**config.mk**
```make
export PLATFORM = sky130hd
export DESIGN_NAME = hatch_timer
export DESIGN_NICKNAME = d
export VERILOG_FILES = /design/src/rtl/hatch_timer.sv
export SDC_FILE = /design/constraint.sdc
export NUM_CORES = 1
export LEC_CHECK = 0
export BUFFER_PORTS_ARGS = -buffer_cell sky130_fd_sc_hd__buf_2
export CORE_AREA = 2 2 56 63
export DETAILED_ROUTE_END_ITERATION = 6
export DIE_AREA = 0 0 58 65
export PLACE_DENSITY = 0.65
export RECOVER_POWER = 50
export REMOVE_ABC_BUFFERS = 1
export SYNTH_ARGS = -nofsm -noshare
export SYNTH_HDL_FRONTEND = slang
export SYNTH_SLANG_ARGS = --single-unit
export TNS_END_PERCENT = 20
```
**constraint.sdc**
```tcl
create_clock -name clk -period 5.52 [get_ports clk]
set_input_delay 0.276 -clock clk [delete_from_list [all_inputs] [get_ports clk]]
set_output_delay 0.276 -clock clk [all_outputs]
set_load 0.02 [all_outputs]
```
**src/rtl/hatch_timer.sv**
```systemverilog
`default_nettype none
// ============================================================================
// Module   : hatch_timer
// Purpose  : Requests a random value, turns it into a hatch delay, counts it
//            down in prescaled ticks and emits a one-cycle hatch pulse.
//            Define HATCH_TIMER_CNT_EN to add the hatch_cnt event counter.
// Revision : 1.0 - initial release
// ============================================================================
module hatch_timer #(
    parameter int RAND_W    = 7,
    parameter int CNT_W     = 8,
    parameter int MIN_DELAY = 8,
    parameter int TICK_DIV  = 4
) (
    input  logic              clk,
    input  logic              rst_n,
    input  logic              en,
    input  logic [RAND_W-1:0] rand_data,
    input  logic              rand_vld,
    output logic              rand_req,
    output logic              hatch,
    output logic              busy,
    output logic [CNT_W-1:0]  remain
`ifdef HATCH_TIMER_CNT_EN
    ,
    output logic [7:0]        hatch_cnt
`endif
);

    localparam int PS_W = (TICK_DIV > 1) ? $clog2(TICK_DIV) : 1;

    localparam logic [1:0] S_IDLE  = 2'd0;
    localparam logic [1:0] S_REQ   = 2'd1;
    localparam logic [1:0] S_COUNT = 2'd2;
    localparam logic [1:0] S_HATCH = 2'd3;

    logic [1:0]      r_state;
    logic            r_req;
    logic            r_hatch;
    logic            r_busy;
    logic [CNT_W-1:0] r_remain;
    logic [PS_W-1:0] r_presc;

    logic [1:0]       w_state_nxt;
    logic             w_req_nxt;
    logic             w_hatch_nxt;
    logic [CNT_W-1:0] w_remain_nxt;
    logic [PS_W-1:0]  w_presc_nxt;
    logic [CNT_W:0]   w_sum;
    logic [CNT_W-1:0] w_load;
    logic             w_tick;

    // One extra bit catches overflow so the delay saturates instead of wrapping
    assign w_sum  = (CNT_W+1)'(MIN_DELAY) + {{(CNT_W+1-RAND_W){1'b0}}, rand_data};
    assign w_load = w_sum[CNT_W] ? {CNT_W{1'b1}} : w_sum[CNT_W-1:0];
    assign w_tick = (r_presc == PS_W'(TICK_DIV - 1));

    always_comb begin
        w_state_nxt  = r_state;
        w_req_nxt    = r_req;
        w_hatch_nxt  = 1'b0;
        w_remain_nxt = r_remain;
        w_presc_nxt  = r_presc;
        if (!en) begin
            w_state_nxt  = S_IDLE;
            w_req_nxt    = 1'b0;
            w_remain_nxt = '0;
            w_presc_nxt  = '0;
        end else begin
            case (r_state)
                S_IDLE: begin
                    w_state_nxt = S_REQ;
                    w_req_nxt   = 1'b1;
                end
                S_REQ: begin
                    if (rand_vld) begin
                        w_req_nxt    = 1'b0;
                        w_presc_nxt  = '0;
                        w_remain_nxt = w_load;
                        if (w_load == '0) begin
                            w_state_nxt = S_HATCH;
                            w_hatch_nxt = 1'b1;
                        end else begin
                            w_state_nxt = S_COUNT;
                        end
                    end
                end
                S_COUNT: begin
                    if (w_tick) begin
                        w_presc_nxt = '0;
                        if (r_remain == CNT_W'(1)) begin
                            w_remain_nxt = '0;
                            w_hatch_nxt  = 1'b1;
                            w_state_nxt  = S_HATCH;
                        end else begin
                            w_remain_nxt = r_remain - CNT_W'(1);
                        end
                    end else begin
                        w_presc_nxt = r_presc + PS_W'(1);
                    end
                end
                S_HATCH: begin
                    w_state_nxt = S_REQ;
                    w_req_nxt   = 1'b1;
                end
                default: begin
                    w_state_nxt  = S_IDLE;
                    w_req_nxt    = 1'b0;
                    w_remain_nxt = '0;
                    w_presc_nxt  = '0;
                end
            endcase
        end
    end

    always_ff @(posedge clk or negedge rst_n) begin
        if (!rst_n) begin
            r_state  <= S_IDLE;
            r_req    <= 1'b0;
            r_hatch  <= 1'b0;
            r_busy   <= 1'b0;
            r_remain <= '0;
            r_presc  <= '0;
        end else begin
            r_state  <= w_state_nxt;
            r_req    <= w_req_nxt;
            r_hatch  <= w_hatch_nxt;
            r_busy   <= (w_state_nxt != S_IDLE);
            r_remain <= w_remain_nxt;
            r_presc  <= w_presc_nxt;
        end
    end

    assign rand_req = r_req;
    assign hatch    = r_hatch;
    assign busy     = r_busy;
    assign remain   = r_remain;

`ifdef HATCH_TIMER_CNT_EN
    logic [7:0] r_hatch_cnt;

    // Survives en=0 so the game can keep a running score across pauses
    always_ff @(posedge clk or negedge rst_n) begin
        if (!rst_n) begin
            r_hatch_cnt <= 8'd0;
        end else if (w_hatch_nxt) begin
            r_hatch_cnt <= r_hatch_cnt + 8'd1;
        end
    end

    assign hatch_cnt = r_hatch_cnt;
`endif

endmodule
`default_nettype wire

```
==> results.yml <==
logic_synthesis:
  synthesis.area_um2: 1050
  yosys-top-cells-area: "dfrtp_1 36%, ha_1 8.4%, inv_1 3.9%"
  synth_warnings: 0
  synth_top_area_share_pct: 35.8
  yosysSeqAreaShare_pct: 35.8
  synth_most_common_cell: "dfrtp_1"
  synthFlopType: "dfrtp_1"
  syn_inst: 117
  synth_cell_types: 41
  yosys-top-cells-count: "15 x dfrtp_1, 11 x inv_1, 9 x nor2_1"
  synthArstFlopShare_pct: 100
  avgSynthCellArea_um2: 8.95
  synth_edf_count: 0
  yosys.area.top_type: "dfrtp_1"
  synth-seq-cells: 15
worst_setup_path:
  rrSetupSlack_ps: 3070
  timing.rr.start: "r_state[0]"
  critPathKind: "register to register"
  required_ps: 5740
  critPathLaunchType: "register"
  cp-end-kind: "register"
  worstPathMaxFanout: 20
  arrival_ps: 2680
  startpoint: "r_state[0]"
clock_tree:
  htree_levels: 1
  cts-root-buf: "clkbuf_4"
  cts_sinks: 15
  clockBufferDepth: 2
  cts_setup_buffers: 0
  insertion_delay_ps: 280
  clk_pin_slew_ps: 90
  tritoncts: "built"
  cts_buffers: 3
floorplanning:
  start_util_pct: 32.8
  core_area_um2: 3190
  rows: 22
  die_h_um: 65
  dieWidth_um: 58
  dieArea_um2: 3770
  ios: 22
global_routing:
  grt_pass1_wl_um: 4540
  grt_pass1_vias: 955
  antenna_found_initial: 0
  grtUsageTotal_pct: 15.6
  globalRoute.totalOverflow: 0
  grt_max_degree: 21
timing:
  timing.hold.ws_ps: 314
  fin_skew_ps: 1.72
  min_period_ps: 2450
  rsz0062_at_grt: "false"
  fin_tns_setup_ps: 0
  finalSetupViolCount: 0
  final-max-slew-violation-count: 0
  period_share_pct: 44.4
  relSlewSlack_pct: 43.9
  tightest_slew_ps: 842
  finalHoldViolations: 0
  clock.fmax_mhz: 408
power:
  cellPowerDensity_nw_per_um2: 513
  p_leak_nw: 0.526
  vdd_drop_max_mv: 0.230
hold_path:
  hp-start: "en"
  hold_class: "primary input to register"
place:
  dp_hpwl_um: 2030
  place_area_um2: 1180
  port_buffers: 21
  gp_congestion: 0.840
flow_run:
  drv_cap: 0
route:
  drt_iter0_markers: 55
  vias: 1036
  via_per_inst: 5.92
  drc: 0
  first_pass_iters: 4
  ant_nets: 0
  wl_per_cell_um: 15.4
  wirelength_um: 2690
finish:
  finalInstanceArea_um2: 1210
  num-nets-final: 158
  syn_to_final_growth_pct: 15.5
  diodes: 0
  postLayoutCoreUtil_pct: 37.9
  drive_above_1_share_pct: 18.0
outcome:
  status: "finished clean"
-- layer usage --
| layer | global-route usage (%) | share of wire (%) | wire (um) | vias up |
|---|---|---|---|---|
| met5 | 0 | 0 | 0 | - |
| met4 | 4.36 | 0.93 | 25 | 0 |
| met3 | 2.59 | 5.1 | 138 | 5 |
| met2 | 25.9 | 48 | 1300 | 44 |
| met1 | 20.6 | 46 | 1230 | 501 |
| li1 | - | - | - | 486 |
-- flip-flops by register name (all words and copies together) (netlist names) --
name and flops:
busy 1, hatch 1, r_state 2, rand_req 1, r_presc 2, remain 8
-- critical path: stages (launching register included) --
cell     delay, ps
dfrtp_1        400
inv_1          130
ha_1           610
mux2i_1        380
nor3_1         640
a32o_1         230
-- placed cells by master, fill, tap and decap left out, drive strengths merged, types with 3 or more instances in the layout --
| master | synthesis | routed |
|---|---|---|
| o22ai | 3 | 3 |
| nor2 | 10 | 10 |
| a32o | 5 | 5 |
| buf | 1 | 15 |
| o21ai | 13 | 13 |
| a21oi | 5 | 5 |
| inv | 11 | 11 |
| nor3 | 5 | 5 |
| nand2 | 5 | 5 |
| nand3 | 3 | 3 |
| clkbuf | 3 | 10 |
| ha | 7 | 7 |
| dfrtp | 15 | 15 |
-- through the flow --
stage                     total power [mW]  std cells  setup WS [ps]
after global routing                 0.668        175           2880
after global placement               0.551        170           3290
after floorplan                      0.453        113           3580
final                                0.620        175           3070
after detailed placement             0.552        170           3180
after CTS                            0.619        175           3140
-- timing repair --
action / CTS / global route
endpoints found under the hold margin: 15 / 0
hold buffers: 1 / 0
gates resized for setup: 0 / 0
-- cell families (layout without fill, tap and decap cells) --
| family | Yosys count | count (layout) | synth area share, % |
|---|---|---|---|
| compound gates | 39 | 39 | 27.4 |
| simple gates | 38 | 38 | 20.3 |
| flops | 15 | 15 | 35.8 |
| buf+inv | 15 | 37 | 5.50 |
| fa+ha+maj | 7 | 7 | 8.36 |
| xor+xnor | 2 | 2 | 1.67 |
| mux | 1 | 1 | 0.956 |
-- worst paths after layout --
check                        endpoint  cells after the start
setup / recovery            remain[5]                      5
hold / removal               rand_req                      3
setup reg to reg            remain[5]                      5
hold reg to reg            r_presc[1]                      2
max in group asynchronous  r_state[0]                      2
min in group asynchronous   remain[3]                      2
-- area by class of cell --
type | instances | area, um^2
flip-flops and latches | 15 | 375
clock buffers | 4 | 26.3
multi-input cells | 87 | 614
repair buffers | 22 | 108
fillers | 328 | 1980
inverters | 11 | 41.3
well taps | 36 | 45.0
-- report_power, final --
part / internal [mW] / switching, mW / leakage [nW]
registers: 0.142 / 0.0384 / 0.202
logic: 0.143 / 0.232 / 0.309
clock network: 0.0281 / 0.0371 / 0.0150
total: 0.313 / 0.308 / 0.526
(Power assumes the default switching activity.)
